### config.mk
export PLATFORM = sky130hd
export DESIGN_NAME = countdown_timer
export DESIGN_NICKNAME = d
export VERILOG_FILES = /design/src/rtl/countdown_timer.sv
export SDC_FILE = /design/constraint.sdc
export NUM_CORES = 1
export LEC_CHECK = 0
export CAP_MARGIN = 20
export CORE_ASPECT_RATIO = 1.25
export CORE_UTILIZATION = 40
export CTS_CLUSTER_SIZE = 24
export DETAILED_ROUTE_END_ITERATION = 16
export PLACE_DENSITY_LB_ADDON = 0.15
export SLEW_MARGIN = 20
export SYNTH_ARGS = -nofsm -noshare
export SYNTH_HDL_FRONTEND = slang
export SYNTH_SLANG_ARGS = --single-unit
export TNS_END_PERCENT = 10
### constraint.sdc
create_clock -name clk -period 4.45 [get_ports clk]
set_clock_uncertainty 0.15 [all_clocks]
set_input_delay 0.6675 -clock clk [delete_from_list [all_inputs] [get_ports clk]]
set_output_delay 0.6675 -clock clk [all_outputs]
set_load 0.005 [all_outputs]
### src/rtl/countdown_timer.sv
// rtl/countdown_timer.sv - loadable down-counter with start/pause/stop and one-cycle done pulse
// Optional periodic mode: define COUNTDOWN_TIMER_AUTO_RELOAD_EN to reload on terminal count.
module countdown_timer #(
   parameter int WIDTH = 5
) (
   input  logic             clk,
   input  logic             rst,
   input  logic             load,
   input  logic [WIDTH-1:0] data,
   input  logic             start,
   input  logic             pause,
   input  logic             stop,
   output logic [WIDTH-1:0] count,
   output logic             busy,
   output logic             done,
   output logic             tc
);

   typedef enum logic [1:0] {
      IDLE   = 2'd0,
      RUN    = 2'd1,
      PAUSED = 2'd2
   } state_t;

   state_t           state_q, state_d;
   logic [WIDTH-1:0] count_q, count_d;
   logic [WIDTH-1:0] reload_q, reload_d;
   logic             done_q, done_d;

   always_ff @(posedge clk) begin
      if (rst) begin
         state_q  <= IDLE;
         count_q  <= '0;
         reload_q <= '0;
         done_q   <= 1'b0;
      end else begin
         state_q  <= state_d;
         count_q  <= count_d;
         reload_q <= reload_d;
         done_q   <= done_d;
      end
   end

   // Priority chain: load, stop, start, then pause/decrement of the current state.
   always_comb begin
      state_d  = state_q;
      count_d  = count_q;
      reload_d = reload_q;
      done_d   = 1'b0;
      if (load) begin
         reload_d = data;
         count_d  = data;
         state_d  = IDLE;
      end else if (stop && (state_q != IDLE)) begin
         state_d = IDLE;
      end else if (start && (state_q == IDLE)) begin
         count_d = reload_q;
         if (reload_q == '0) begin
            done_d = 1'b1;
         end else begin
            state_d = RUN;
         end
      end else begin
         case (state_q)
            RUN: begin
               if (pause) begin
                  state_d = PAUSED;
               end else if (count_q == WIDTH'(1)) begin
                  done_d = 1'b1;
`ifdef COUNTDOWN_TIMER_AUTO_RELOAD_EN
                  count_d = reload_q;
`else
                  count_d = '0;
                  state_d = IDLE;
`endif
               end else if (count_q != '0) begin
                  count_d = count_q - WIDTH'(1);
               end
            end
            PAUSED: begin
               // Resume edge only re-enters RUN; the next decrement happens one edge later.
               if (!pause) begin
                  state_d = RUN;
               end
            end
            default: begin
               state_d = state_q;
            end
         endcase
      end
   end

   assign count = count_q;
   assign busy  = (state_q != IDLE);
   assign done  = done_q;
   assign tc    = (count_q == '0);

endmodule
## Yosys cells after proc, flatten, opt, wreduce, memory -nomap -nowiden

Cells that the tools add are included.

| operators by class | value |
|---|---|
| eq/ne operators | 8 |
| div/mod/pow operators | 0 |
| $lt $le $gt $ge | 0 |
| multiply operators | 0 |
| reductions and logical operators | 13 |
| mux-type cells | 18 |
| bitwise logic cells | 0 |
| $add $sub $neg | 1 |
| shift-type cells | 0 |

Operator list:

| cell | count |
|---|---|
| 5-bit 2-to-1 mux | 7 |
| 5-bit logical NOT | 2 |
| 2-bit 2-to-1 mux | 5 |
| 4-bit AND reduction | 2 |
| 3-bit nonzero test | 2 |
| 5-bit by 1-bit equality test with 1-bit output (second input constant) | 1 |
| 1-bit 2-to-1 mux | 5 |
| 5-bit nonzero test | 1 |
| 5-bit by 1-bit subtractor with 5-bit output (second input constant) | 1 |
| 2-bit != test (second input constant) | 2 |
| 4-bit != test (second input constant) | 1 |
| 2-bit one-hot mux with 2 select lines | 1 |
| 4-bit nonzero test | 1 |
| 3-bit by 2-bit != test with 1-bit output (second input constant) | 1 |
| 3-bit != test (second input constant) | 1 |
| 3-bit OR reduction | 1 |
| 2-bit by 1-bit equality test with 1-bit output (second input constant) | 1 |
| 2-bit equality test (second input constant) | 1 |
| 1-bit logical AND | 2 |
| 2-bit logical NOT | 1 |
| 2-bit nonzero test | 1 |

| word-level totals | value |
|---|---|
| logic and storage cells | 44 |
| output and inout bits | 8 |
| latch bits | 0 |
| bits in read-only memories | 0 |
| register bits after elaboration | 13 |
| memories | 0 |
| bits of input ports | 11 |
| RAM bits | 0 |

## Logic depth before layout (Yosys ltp)

| depth | value |
|---|---|
| word-level depth | 8 |
| mapped depth | 6 |
| gate-level depth less buffers | 6 |

## Worst setup path after synthesis

No wires, ideal clock.

| path | value |
|---|---|
| path type | register to output |
| start point | register count_q[0] (netlist: count[0]) |
| end point | output port tc |
| required time | 3.632 ns |
| setup slack | 2.521 ns |
| cell stages (with the launch flop) | 5 |
| arrival | 1.112 ns |
| cell sequence | dfxtp_1 > inv_1 > ha_1 > or4b_4 > inv_1 |

| on the way | value |
|---|---|
| word-level cells in the longest chain between the ends | 1 |

Ends and longest elaborated chain:

| element | RTL line | source |
|---|---|---|
| start: declaration | 26 | `logic [WIDTH-1:0] count_q, count_d;` |
| start signal: assignment | 38 | `count_q <= count_d;` |
| 5-bit logical NOT | 96 | `assign tc = (count_q == '0);` |
| end: declaration | 16 | `output logic tc` |

No other way between the ends.

## Worst setup path in the final report

Ends and elaborated chain as after synthesis.

==> metrics.txt <==
CORE AREA 0.00183 sq mm; pwr dens 291 mW/mm^2; Resized cells post-CTS 0; Synth Warn # 0; pre-CTS WS 1.75 ns; # nets final 127; vias in the first global route 690; DRT iter0 DRCs 16; Fin Setup TNS 0 ns; P&R area growth vs syn 26.5%; Top FF cell, synth dfxtp_1; Sink Count 13; LEAKAGE 0.371 nW; CTS tree built; worst-path cell chain inv_1 > ha_1 > or4b_4 > inv_1 > clkdlybuf4s50_1; cell with the most instances after synthesis dfxtp_1; GRT Overall Usage 18.2%; clock transition at the registers of the reported paths 0.09 ns; DR DRC count 0; peak supply drop 0.131 mV; Post-CTS Setup Repair Bufs 0; DR vias/cell 5.84; area of the die 0.00219 sq mm; crit path setup slack, layout 1.65 ns; H-tree depth 1; Die Height 52.1 microns; Setup CP Type reg2out; worst slew pin tran 0.746 ns; Final Hold Viols 0; wire per inst 13.5 microns; gpl congestion 0.883; Hold Crit Class reg2reg; post-layout util 55.5%; starting density of the core 43.9%; hold buffer count at CTS 0; Setup crit start count[0]$_SDFFE_PP0P_; reg2reg end count[4]$_SDFFE_PP0P_; CP Depth 5; Syn Area/Cell 8.55 sq um; worst skew pair latency 0.28 ns; register bit total from synthesis 13; outcome finished clean; Async S/R FF share, synth 0%; commonest cells in the netlist 13 x dfxtp_1, 11 x nor2_1, 8 x a21oi_1; syn_nets 108; post-synth top area share 32.4%; r2r setup slk 2.35 ns; sequential area share after synthesis 32.4%; fin. max-slew vios 0; clk root buf clkbuf_4; slowest CP cell or4b_4; Pwr Total 0.000296 W; Core Rows 17; Top-Level Pins 19; largest net degree at the start of global routing 23; Total Wirelength 1.77 mm; # diodes 0; Cell variety after synth 38; Cell Count, Final, Fillers Out 131; fin crit period 2.80 ns; Worst Setup End Kind output pin; instance count of the mapped netlist 94; total congestion overflow 0; TritonCTS Buffers 3; Die X 42.1 microns; max cap viols 0; Fmax achieved 358 MHz; R2R depth 5; Slew Limit Headroom 50.1%; startpoint types register; number of synthesized flops with an enable pin 0; RSZ-0062 raised after global routing false; DP HPWL 1.30 mm; slowest stage delay, CP 0.49 ns; Routed Antenna Nets 0; worst path bufs/invs 3; CP max FO 5; CP delay by family, top buffers and inverters; CTS max path bufs 2; Worst R2R Start count[0]$_SDFFE_PP0P_; final critical-path share of the clock period 62.8%; wire length of the first global-routing pass 2.99 mm; initial antenna violation count 0; hold path depth 2; share of layout cells above drive strength 1 11.6%; Critical Path End tc; worst path arrival time 1.98 ns; via count 765; Port Buf Inserts 18; Setup-failing EPs final 0; top cells by area, synth dfxtp_1 32%, nor2_1 5.1%, a21oi_1 5.0%; CP most frequent cell inv_1; Mapped Area 803 sq um; DR pass1 iterations 5; Synth area leader dfxtp_1; dpl cells 127; CP required 3.63 ns
cell usage in the layout (no fill, tap or decap), drive strengths merged, types with 3 or more instances in the layout:
cell type      count
nor3               3
ha                 3
nor2              11
inv                7
nor2b              3
dfxtp             13
clkdlybuf4s50     18
o21ai              7
clkbuf             4
a21oi              8
metrics by stage:
stage | cell area [sq um] | hold slack [ns]
5_1_grt | 1020 | 0.373
3_5_place_dp | 990 | 0.354
6_report | 1020 | 0.357
2_1_floorplan | 803 | 0.325
4_1_cts | 1020 | 0.366
3_3_place_gp | 990 | 0.345
sequential cells by signal, indices dropped and copies added (netlist names):
register / flops
reload_q: 5
done: 1
state_q: 2
count: 5
worst register-to-register path, delay by kind of cell (launching register included):
family / cells / cell delay (ns)
compound gates: 2 / 0.46
fa+ha+maj: 1 / 0.26
flops: 1 / 0.43
simple gates: 2 / 0.69
worst min path at each step:
stage	endpoint	start	slack, ns
floorplan	reload_q[4]$_SDFFE_PP0P_	reload_q[4]$_SDFFE_PP0P_	0.32
global placement	count[1]$_SDFFE_PP0P_	count[1]$_SDFFE_PP0P_	0.35
detailed placement	count[1]$_SDFFE_PP0P_	count[1]$_SDFFE_PP0P_	0.35
CTS	count[1]$_SDFFE_PP0P_	count[1]$_SDFFE_PP0P_	0.37
global route	count[1]$_SDFFE_PP0P_	count[1]$_SDFFE_PP0P_	0.37
finish	count[1]$_SDFFE_PP0P_	count[1]$_SDFFE_PP0P_	0.36
area by class of cell:
| cell class | instances | area [sq um] |
|---|---|---|
| clock buffer | 4 | 26.3 |
| fill | 187 | 813 |
| inverter | 7 | 26.3 |
| multi-input combinational | 70 | 499 |
| sequential | 13 | 260 |
| tap | 19 | 23.8 |
| timing repair buffer | 18 | 180 |
per-layer routing:
metal | GRT usage (%) | up-vias | share of wire [%]
met5 | 0 | - | 0
met4 | 10.9 | 0 | 1.7
met3 | 2.43 | 4 | 4.1
met2 | 29.4 | 24 | 46
met1 | 22.9 | 351 | 48
li1 | - | 386 | -
where the power goes:
part	leakage [nW]	total (W)	switching, W	internal (W)
sequential	0.107	0.000133	0.00000874	0.000124
combinational	0.249	0.0000863	0.0000393	0.0000470
clock	0.0150	0.0000766	0.0000418	0.0000348
kinds of logic after synthesis:
logic type	synth area share [%]
xor+xnor	2.18
flops	32.4
fa+ha+maj	4.67
mux	2.49
compound gates	25.7
buf+inv	5.45
simple gates	27.1
Note: power is estimated with default switching activity, not from simulation.
==> RTL change 1, RTL diff (same settings) <==
Build with the macro `COUNTDOWN_TIMER_AUTO_RELOAD_EN` defined.
--- a/src/rtl/countdown_timer.sv
+++ b/src/rtl/countdown_timer.sv
@@ -1,5 +1,7 @@
 // rtl/countdown_timer.sv - loadable down-counter with start/pause/stop and one-cycle done pulse
 // Optional periodic mode: define COUNTDOWN_TIMER_AUTO_RELOAD_EN to reload on terminal count.
+`define COUNTDOWN_TIMER_AUTO_RELOAD_EN
+
 module countdown_timer #(
    parameter int WIDTH = 5
 ) (
Behaviour: not the same (a bounded check fails within 4 cycles, from zero or initial values and one cycle with rst high).
==> RTL change 1 against the unedited design <==
Sequential cell count unchanged; routed wire length down 6.4%; combinational power is 2% higher; final area decreased by 0.25%; power rose by 0.61%; first-iteration DRC count down 31%; worst hold slack worse by 0.027 ns; global-route usage decreased by 0.51 points; worst setup slack better by 0.28 ns; synthesized area down 1.4%.
==> RTL change 1: results (changes against the unedited design) <==
Detailed routing
  • Via-to-Cell Ratio: 5.752 (was 5.840)
  • Pre-Repair DR Iteration Count: 4 (was 5)
  • DRT iter0 DRCs: 11 (was 16)
  • DRT Wirelength: 1.659 mm (was 1.772 mm)

Synth
  • Top area cells in the synthesized netlist: dfxtp_1 33%, a21oi_1 5.1%, ha_1 4.7%, nor4_1 4.7%, a311oi_2 3.8% (was dfxtp_1 32%, nor2_1 5.1%, a21oi_1 5.0%, ha_1 4.7%, nor4b_2 3.7%)
  • Syn Nets: 101 (was 108)
  • Netlist cell types: 37 (was 38)
  • Ys Warns: 0 (unchanged)
  • Synth top cells by count: 13 x dfxtp_1, 8 x a21oi_1, 6 x nand2_1, 6 x nor4_1 (was 13 x dfxtp_1, 11 x nor2_1, 8 x a21oi_1)
  • Sequential share of the synthesized area: 0.3286 (was 0.3240)

CTS
  • Max Root-Sink Buffers: 2 (unchanged)
  • PostCTS Resize Cnt: 0 (unchanged)
  • Clock Tree Root: clkbuf_4 (unchanged)

GRT
  • Initial antenna violation count: 0 (unchanged)
  • Largest net degree at the start of global routing: 18 (was 23)
  • Tot GR Track Use: 0.1765 (was 0.1816)
  • Global-route wire length before repair: 2.904 mm (was 2.994 mm)
  • Vias in the first global route: 671 (was 690)

Outcome
  • Outcome: finished, final reports clean (unchanged)

Placed design
  • Gpl congestion: 0.8063 (was 0.8826)

Worst setup path
  • Critical path's largest stage delay: 0.55 ns (was 0.49 ns)
  • Critical Path Fanout Max: 5 (unchanged)
  • Critical-path top delay cell: clkdlybuf4s50_1 (was or4b_4)

Pwr
  • Peak supply drop: 157.2 uV (was 131.3 uV)
  • Leak: 0.3672 nW (was 0.3712 nW)

Final layout
  • # diodes: 0 (unchanged)
  • Nets: 121 (was 127)
  • Share of cells above drive strength 1: 0.1509 (was 0.1161)

STA
  • Rel. slew slack: 0.5716 (was 0.5008)

Hold path
  • Worst Hold Class: flop to flop (unchanged)
RTL change 1: cell count changes after synthesis, moves of 3 or more:
cell / unedited run / this run
nor4_1: 2 / 6
o21ai_0: 5 / 1
nand2_1: 1 / 6
nor2b_1: 3 / 0
nor2_1: 11 / 5
RTL change 1: kinds of logic after synthesis:
group | share of synthesized area
and+or+nand+nor | 0.2622
DFF | 0.3286
buffers and inverters | 0.04896
muxes | 0.01264
adders and majority gates | 0.06004
xor gates and xnor gates | 0.03318
AOI/OAI and AO/OA | 0.2544
RTL change 1: cell type report:
class	count	area [um2]
Timing Repair Buffer	19	187.7
Clock buffer	4	26.28
Multi-Input combinational cell	64	493.0
Fill cell	161	794.5
Tap cell	19	23.77
Sequential cell	13	260.3
Inverter	6	22.52
RTL change 1: final timing paths:
| path | depth (start not counted) | slack [ns] | end | from |
|---|---|---|---|---|
| worst max-delay path | 4 | 1.93 | tc | count[0] |
| worst min-delay path | 2 | 0.33 | reload_q[3] | reload_q[3] |
| worst max register to register | 6 | 2.40 | count[3] | count[1] |
| worst min register to register | 2 | 0.33 | reload_q[3] | reload_q[3] |
RTL change 1: critical path: cells and delay by family, from the launching register on:
| kind | cells | cell delay, ns |
|---|---|---|
| adders and majority gates | 1 | 0.17 |
| buffers and inverters | 2 | 0.67 |
| DFF | 1 | 0.36 |
| and+or+nand+nor | 1 | 0.23 |
RTL change 1: through the flow:
step	area [um2]	util	worst slack, ns	hold WS, ns	std cells
finish	1013	0.5606	1.929	0.3301	125
detailed placement	987.2	0.5460	1.892	0.3212	121
global placement	987.2	0.5460	1.924	0.3180	121
floorplan	792.0	-	2.478	0.2966	87
CTS	1013	0.5606	1.911	0.3326	125
global route	1013	0.5606	1.845	0.3890	125
RTL change 1: routing by layer:
metal | part of all wire | track usage | up-vias | routed length [um]
met5 | 0 | 0 | - | 0
met4 | 0.013 | 0.06452 | 0 | 21
met3 | 0.047 | 0.02083 | 4 | 78
met2 | 0.47 | 0.2995 | 22 | 774
met1 | 0.47 | 0.2291 | 329 | 784
li1 | - | - | 364 | -
RTL change 1: report_power, final:
part	switching, mW	internal, mW
Clock	0.0390	0.0348
Sequential	0.0116	0.124
Combinational	0.0397	0.0482
Total	0.0903	0.207
==> RTL change 2, RTL diff (same flow settings) <==
Without the edit above. Register the output `count` once more, cleared by the reset; this adds one clock of latency there. The other outputs are not delayed to match.
--- a/src/rtl/countdown_timer.sv
+++ b/src/rtl/countdown_timer.sv
@@ -90,7 +90,13 @@
       end
    end
 
-   assign count = count_q;
+   always_ff @(posedge clk) begin
+      if (rst) begin
+         count <= '0;
+      end else begin
+         count <= count_q;
+      end
+   end
    assign busy  = (state_q != IDLE);
    assign done  = done_q;
    assign tc    = (count_q == '0);
Check against the original RTL: not equivalent (Yosys sat finds a counterexample within 4 cycles, from zero or initial values and one cycle with rst high).
==> RTL change 2 against the unedited design <==
The flow now finishes with violations (design-rule violations); final area grew 8.1%; synthesized cell count up 9.6%; power rose by 16%; die area increased by 11%; worst setup slack better by 0.35 ns; sequential cell count increased by 5; synthesized area is 11% higher; largest power group unchanged; final cell count rose by 13%; routed wire length is the same; count of clock-buffer cells in the layout fell by 1; global-route usage is 1.8 points lower.
==> RTL change 2: results (changes against the unedited design) <==
Detailed routing
  • Drt drc: 1 (was 0)
  • Pre-Repair DR Iteration Count: 10 (was 5)
  • DR vias: 747 (was 765)
  • DRT iter0 DRCs: 10 (was 16)
  • DRT Wirelength: 1.772 mm (unchanged)

Worst setup path
  • Critical path's largest stage delay: 0.49 ns (about the same)
  • Arr. time, crit path: 1.62 ns (was 1.98 ns)
  • Critical-path top delay cell: clkdlybuf4s50_1 (was or4b_4)
  • Top cell family by delay on the critical path: buffers and inverters (unchanged)
  • Critical Path Fanout Max: 6 (was 5)

Synth
  • Synth top cells by count: 18 x dfxtp_1, 14 x nor2_1, 8 x a21oi_1 (was 13 x dfxtp_1, 11 x nor2_1, 8 x a21oi_1)
  • Post-synth EDFFs: 0 (unchanged)
  • Netlist cell types: 33 (was 38)
  • Top area cells in the synthesized netlist: dfxtp_1 40%, nor2_1 5.9%, mux2i_1 5.6%, a21oi_1 4.5%, ha_1 4.2% (was dfxtp_1 32%, nor2_1 5.1%, a21oi_1 5.0%, ha_1 4.7%, nor4b_2 3.7%)
  • Post-synth ARST share: 0 (unchanged)
  • Syn Nets: 117 (was 108)
  • Sequential share of the synthesized area: 0.4039 (was 0.3240)
  • Synth Flop Type: dfxtp_1 (unchanged)
  • Ys Warns: 0 (unchanged)

CTS
  • Worst-Skew Late Latency: 0.29 ns
  • Clock Tree Root: clkbuf_4 (unchanged)
  • H-tree levels: 1 (unchanged)
  • Inserted Clock Buffers: 3 (unchanged)
  • Max Root-Sink Buffers: 2 (unchanged)
  • PostCTS Resize Cnt: 0 (unchanged)
  • Setup bufs post-CTS: 0 (unchanged)
  • CTS clock-pin slew for the worst setup and hold paths: 0.10 ns

GRT
  • Tot GR Track Use: 0.1632 (was 0.1816)
  • Initial antenna violation count: 0 (unchanged)
  • Largest net degree at the start of global routing: 21 (was 23)
  • Global-route wire length before repair: 2.766 mm (was 2.994 mm)
  • Vias in the first global route: 675 (was 690)

Final layout
  • Fillcell total: 202 (was 187)
  • Share of cells above drive strength 1: 0.04237 (was 0.1161)
  • # diodes: 0 (unchanged)
  • Nets: 134 (was 127)
  • Biggest regs: count (5), count_q (5), reload_q (5)

Placed design
  • Gpl congestion: 0.8014 (was 0.8826)
  • Placed cell area: 1076 um2 (was 989.7 um2)
  • Place WS: 2.007 ns (was 1.749 ns)
  • IO buf count: 18 (unchanged)
  • Final HPWL from detailed placement: 1.311 mm (was 1.302 mm)

Pwr
  • Peak supply drop: 177.6 uV (was 131.3 uV)
  • Leak: 0.4397 nW (was 0.3712 nW)

Outcome
  • Failing checks: design-rule violations
  • Outcome: finished, violations left (was finished, final reports clean)

Hold path
  • Worst Hold Class: flop to flop (unchanged)

STA
  • Rel. slew slack: 0.5687 (was 0.5008)
[RTL change 2: cell types whose count changed in the layout (fill, tap and decap cells not counted), sizes merged, moves of 3 or more]
cell	change
mux2i	+3
nand2b	+4
nor2	+3
dfxtp	+5
[RTL change 2: tightest hold or removal path, cell delays in order (launching register included)]
cell	delay, ns
dfxtp_1	0.33
nand2b_1	0.07
a21oi_1	0.05
[RTL change 2: report_power, final]
part           internal [mW]  switching, mW
combinational         0.0443         0.0362
clock                 0.0315         0.0494
sequential             0.172        0.00988
total                  0.248         0.0954
[RTL change 2: final cells by class]
class	count	area, um2	area share
Timing Repair Buffer	18	180.2	0.1640
Multi-Input combinational cell	73	475.5	0.4328
Inverter	6	22.52	0.02050
Clock buffer	3	22.52	0.02050
Sequential cell	18	360.3	0.3280
Tap cell	30	37.54	0.03417
[RTL change 2: per-layer routing]
metal / track usage / part of all wire
met2: 0.2941 / 0.48
met5: 0 / 0
met3: 0.01980 / 0.040
met4: 0.1061 / 0.020
met1: 0.1791 / 0.46
[RTL change 2: final timing paths]
check               from     endpoint  slack (ns)  cells past startpoint
max           count_q[2]           tc        2.01                      3
min          reload_q[1]  reload_q[1]        0.34                      2
max reg2reg   count_q[0]   count_q[1]        2.75                      6
min reg2reg  reload_q[1]  reload_q[1]        0.34                      2
[RTL change 2: through the flow]
step                        util  std cells
after detailed placement  0.5250        145
after global routing      0.5360        148
after global placement    0.5250        145
after floorplan                -        103
final                     0.5360        148
after CTS                 0.5360        148
[RTL change 2: cell families after synthesis]
group,count (synthesis),share of synthesized area
AO/OA/AOI/OAI,25,0.1711
flip-flops,18,0.4039
XOR/XNOR,3,0.02946
multiplexers,5,0.05610
AND/OR/NAND/NOR,37,0.2342
adder cells (fa/ha/maj),3,0.04208
buffers and inverters,12,0.06311
